<file path="src/rtl/reg_bank_resp.sv">
// rtl/reg_bank_resp.sv - register bank responder: flop storage, 1-cycle read response, address error tracking
module reg_bank_resp #(
  parameter int NUM_REGS  = 14,
  parameter int ADDR_W    = 4,
  parameter int DATA_W    = 16,
  parameter int ERR_CNT_W = 8
) (
  input  logic                 clk,
  input  logic                 rst,
  input  logic                 write_en,
  input  logic                 read_en,
  input  logic [ADDR_W-1:0]    addr,
  input  logic [DATA_W-1:0]    data_in,
  output logic [DATA_W-1:0]    data_out,
  output logic                 rd_valid,
  output logic                 addr_err,
  output logic [ERR_CNT_W-1:0] err_count
);

  typedef enum logic {
    S_IDLE = 1'b0,
    S_RESP = 1'b1
  } state_t;

  state_t                 r_state;
  state_t                 w_state_nxt;
  logic                   w_rd_valid;
  logic [DATA_W-1:0]      r_regs [NUM_REGS];
  logic [DATA_W-1:0]      r_data_out;
  logic                   r_addr_err;
  logic [ERR_CNT_W-1:0]   r_err_count;
  logic                   w_addr_ok;
  logic                   w_err;
  logic [DATA_W-1:0]      w_rd_data;

  assign w_addr_ok = ({1'b0, addr} < (ADDR_W+1)'(NUM_REGS));
  assign w_err     = (write_en | read_en) & ~w_addr_ok;

  // Mux the stored word; an invalid address matches no entry and yields zero.
  always_comb begin
    w_rd_data = '0;
    for (int i = 0; i < NUM_REGS; i++) begin
      if (addr == ADDR_W'(i)) begin
        w_rd_data = r_regs[i];
      end
    end
  end

  // The read mux samples pre-edge contents, so a same-cycle write is not seen.
  always_ff @(posedge clk) begin
    if (!rst) begin
      for (int i = 0; i < NUM_REGS; i++) begin
        r_regs[i] <= '0;
      end
    end else if (write_en) begin
      for (int i = 0; i < NUM_REGS; i++) begin
        if (addr == ADDR_W'(i)) begin
          r_regs[i] <= data_in;
        end
      end
    end
  end

  always_ff @(posedge clk) begin
    if (!rst) begin
      r_data_out  <= '0;
      r_addr_err  <= 1'b0;
      r_err_count <= '0;
    end else begin
      if (read_en) begin
        r_data_out <= w_rd_data;
      end
      r_addr_err <= w_err;
      if (w_err && (r_err_count != {ERR_CNT_W{1'b1}})) begin
        r_err_count <= r_err_count + ERR_CNT_W'(1);
      end
    end
  end

  always_ff @(posedge clk) begin
    if (!rst) begin
      r_state <= S_IDLE;
    end else begin
      r_state <= w_state_nxt;
    end
  end

  always_comb begin
    w_state_nxt = r_state;
    w_rd_valid  = 1'b0;
    case (r_state)
      S_IDLE: begin
        if (read_en) begin
          w_state_nxt = S_RESP;
        end
      end
      S_RESP: begin
        w_rd_valid = 1'b1;
        if (!read_en) begin
          w_state_nxt = S_IDLE;
        end
      end
      default: begin
        w_state_nxt = S_IDLE;
      end
    endcase
  end

  assign data_out  = r_data_out;
  assign rd_valid  = w_rd_valid;
  assign addr_err  = r_addr_err;
  assign err_count = r_err_count;

endmodule

</file>
<file path="config.mk">
export PLATFORM = sky130hd
export DESIGN_NAME = reg_bank_resp
export DESIGN_NICKNAME = d
export VERILOG_FILES = /design/src/rtl/reg_bank_resp.sv
export SDC_FILE = /design/constraint.sdc
export NUM_CORES = 1
export LEC_CHECK = 0
export ABC_AREA = 0
export CORE_AREA = 2 2 161 163
export DETAILED_ROUTE_END_ITERATION = 7
export DIE_AREA = 0 0 163 165
export DONT_BUFFER_PORTS = 1
export GPL_ROUTABILITY_DRIVEN = 0
export SYNTH_ARGS = -nofsm -noshare
export SYNTH_HDL_FRONTEND = slang
export SYNTH_SLANG_ARGS = --single-unit
</file>
<file path="constraint.sdc">
create_clock -name clk -period 3.8 [get_ports clk]
set_input_delay 0.76 -clock clk [delete_from_list [all_inputs] [get_ports clk]]
set_output_delay 0.76 -clock clk [all_outputs]
set_load 0.01 [all_outputs]
</file>
==> key figures <==
Clock tree
  – Post-CTS Setup Inserts: 0
  – Clk_lat worst skew: about 0.54 ns
  – # resized after CTS: 0
  – Hold-fix buffers, CTS: 0
  – Root Buffer: clkbuf_16
  – Clock sink count: between 200 and 300
  – Clock-pin slew on the worst setup and hold paths: around 0.060 ns
  – Clock Path Buffers: 3
  – Cts bufs inserted: 27
  – H-tree levels: 1
  – CTS tree: yes

Finish
  – Footprint of the multi-input gates: between 3000 and 4000 um^2
  – Design area: ~12000 um^2
  – Reg area: between 7000 and 8000 um^2
  – Fin cells: between 1k and 1.5k
  – Layout cells sized above 1: a little over a tenth
  – Nets: about 890
  – Area delta synth->final: 8.509%
  – Fin util: between 40% and 50%
  – Fillers: between 2k and 2.5k
  – ANT cells: 0

Route
  – ANT nets after route: 0
  – # DRC: 0
  – Routed wire length: around 27000 um
  – DR iter-0 viols: between 600 and 700
  – DR pass1 iterations: 5
  – Via density: 5.746
  – Drt wl/cell: 22.32 um
  – Vias: 7010

GRT
  – Antenna violations before repair: 0
  – Grt ovf: 0
  – Global-route wire length before repair: about 42000 um
  – Pin count of the biggest net entering global routing: 111
  – Vias in the first global route: about 6.9k
  – Tot GR Track Use: 20.76%

Setup path
  – Reg2reg setup slack: around 2.2 ns
  – Worst setup SP type: input port
  – R2R depth: 3
  – RR Endpoint: data_out[10]$_SDFFE_PN0P_
  – CP required: just under 4 ns
  – Critical path peak fanout: 48
  – Crit path buffers/inverters: 0
  – CP arrival: ~2.5 ns
  – Worst path top cell family by delay: simple AND/OR/NAND/NOR gates
  – CP Class: in2reg
  – Critical path capture point type: flop
  – Max incr delay on CP: 0.70 ns
  – Slowest CP cell: nand2_1
  – R2R Path Start: r_regs[0][10]$_SDFFCE_PN0P_
  – CP Cell Sequence: nor2b_1 -> nand4_2 -> nand2_1

Timing
  – Fin Hold WS: 0.3138 ns
  – Slew headroom: 41.79%
  – Max frequency: 426.5 MHz
  – Post-route setup slack: approximately 1.5 ns
  – Period minus WS final: between 2 and 2.5 ns
  – Layout Skew: 0.02128 ns
  – Slew @ Worst Pin: 0.8700 ns
  – Final period util: between 60% and 70%
  – Max-slew violations: 0
  – RSZ-0062 raised after global routing: false
  – Setup-failing EPs final: 0
  – Setup TNS: 0 ns
  – Final Hold Vio Count: 0

Synth
  – Cell count after synthesis: around 900
  – EDFF count, synth: between 200 and 250
  – Synthesis Warnings: 0
  – Synth Flop Type: edfxtp_1
  – Count leader, synth: edfxtp_1
  – Post-synthesis sequential area ratio: between 60% and 70%
  – Mean Syn Cell Area: between 10 and 15 um^2
  – Ys async rst share: 0%
  – Synth cell types: between 60 and 70
  – Mapped Area: ~11000 um^2
  – Top cells by area, synth: edfxtp_1 (61%), nor2_1 (6.6%), dfxtp_1 (4.7%)
  – Synth Register Bits: 250
  – Cell taking the most area after synthesis: edfxtp_1
  – Synthesized net count: about 930
  – Share of the synthesized area in the top cell type: 60.51%
  – Commonest cells in the netlist: edfxtp_1 (224), nor2_1 (196), nand2_1 (61), o21ai_0 (44), nand3_1 (40)

Power
  – VDD IR-drop max: slightly below 0.4 mV
  – Pwr dens: roughly 520 nW/um^2
  – P_leak: 4.156 nW
  – Final Power: 6.214 mW

Floorplanning
  – Initial core utilization: roughly 44%
  – Total Die Area: approximately 27000 um^2
  – Std-Cell Rows: a little under 60
  – Core area: approximately 25000 um^2
  – Die width: approximately 160 um
  – Die extent in y: between 150 and 200 um
  – Ports: 50

Placed design
  – DP HPWL: ~17000 um
  – DP Cell Count: about 1.2k
  – Pre-CTS setup slack: 0.9228 ns
  – IO buf count: 0
  – Placed Area: ~11000 um^2

Min path
  – Worst hold-check path type: in2reg
  – Hold Crit Endpoint: data_out[8]$_SDFFE_PN0P_
  – Worst Hold Launch: read_en
  – WHS Path Cells: 1

Job
  – Max Cap Viol: 0

Outcome
  – Status: complete, no violations
## kinds of logic after synthesis
| family | share of synthesized area (%) |
|---|---|
| simple gates | 14.37 |
| flops | 65.19 |
| compound gates | 9.094 |
| buf+inv | 4.705 |
| mux | 5.976 |
| xor+xnor | 0.5515 |
| fa+ha+maj | 0.1125 |
## power by group
| part | switching [mW] | internal (mW) | leakage, nW |
|---|---|---|---|
| logic | 0.248 | 0.136 | 1.37 |
| registers | 0.0719 | 3.18 | 2.37 |
| clock network | 1.04 | 1.53 | 0.420 |
## layout by cell type, fill, tap and decap left out, drive strengths merged, types with 4 or more instances in the layout
cell	count
o21ai	45
mux2	6
edfxtp	224
mux4	18
a211oi	4
and2	4
o311ai	11
or2	10
nand2	61
xnor2	4
nand2b	9
o22ai	17
clkbuf	37
o2111ai	11
mux2i	18
nor2b	6
o21a	10
nor3	8
clkinv	10
a22oi	11
dfxtp	26
a21oi	17
buf	14
nand3	41
inv	21
nor2	196
## layout make-up
class	count	share of cell area [%]
Clock buffer	37	5.995
Clock inverter	13	1.203
Inverter	22	0.6846
Multi-Input combinational cell	554	27.75
Sequential cell	250	60.08
Tap cell	330	3.423
Timing Repair Buffer	14	0.8713
## sequential cells by signal, summed over array words and instances (netlist names)
| name | count |
|---|---|
| r_state | 1 |
| r_regs | 224 |
| addr_err | 1 |
| err_count | 8 |
| data_out | 16 |
## routing by layer
metal  track usage, %  wire, um
met1            30.32     12190
met2            32.92     12770
met3            3.365      1833
met4            4.545       431
met5                0         0
## worst max-delay path by stage
stage          startpoint                            to  slack, ns  cells past startpoint
4_1_cts           addr[2]  r_regs[0][119]$_SDFFCE_PN0P_       1.49                      3
3_3_place_gp      addr[2]  r_regs[0][117]$_SDFFCE_PN0P_       1.00                      3
5_1_grt           addr[1]   r_regs[0][42]$_SDFFCE_PN0P_       1.32                      4
6_report          addr[2]  r_regs[0][114]$_SDFFCE_PN0P_       1.46                      3
2_1_floorplan     addr[0]       r_regs[1][48]$_DFFE_PP_       0.73                      6
3_5_place_dp      addr[2]  r_regs[0][117]$_SDFFCE_PN0P_       0.92                      3
Note: power is estimated with default switching activity, not from simulation.
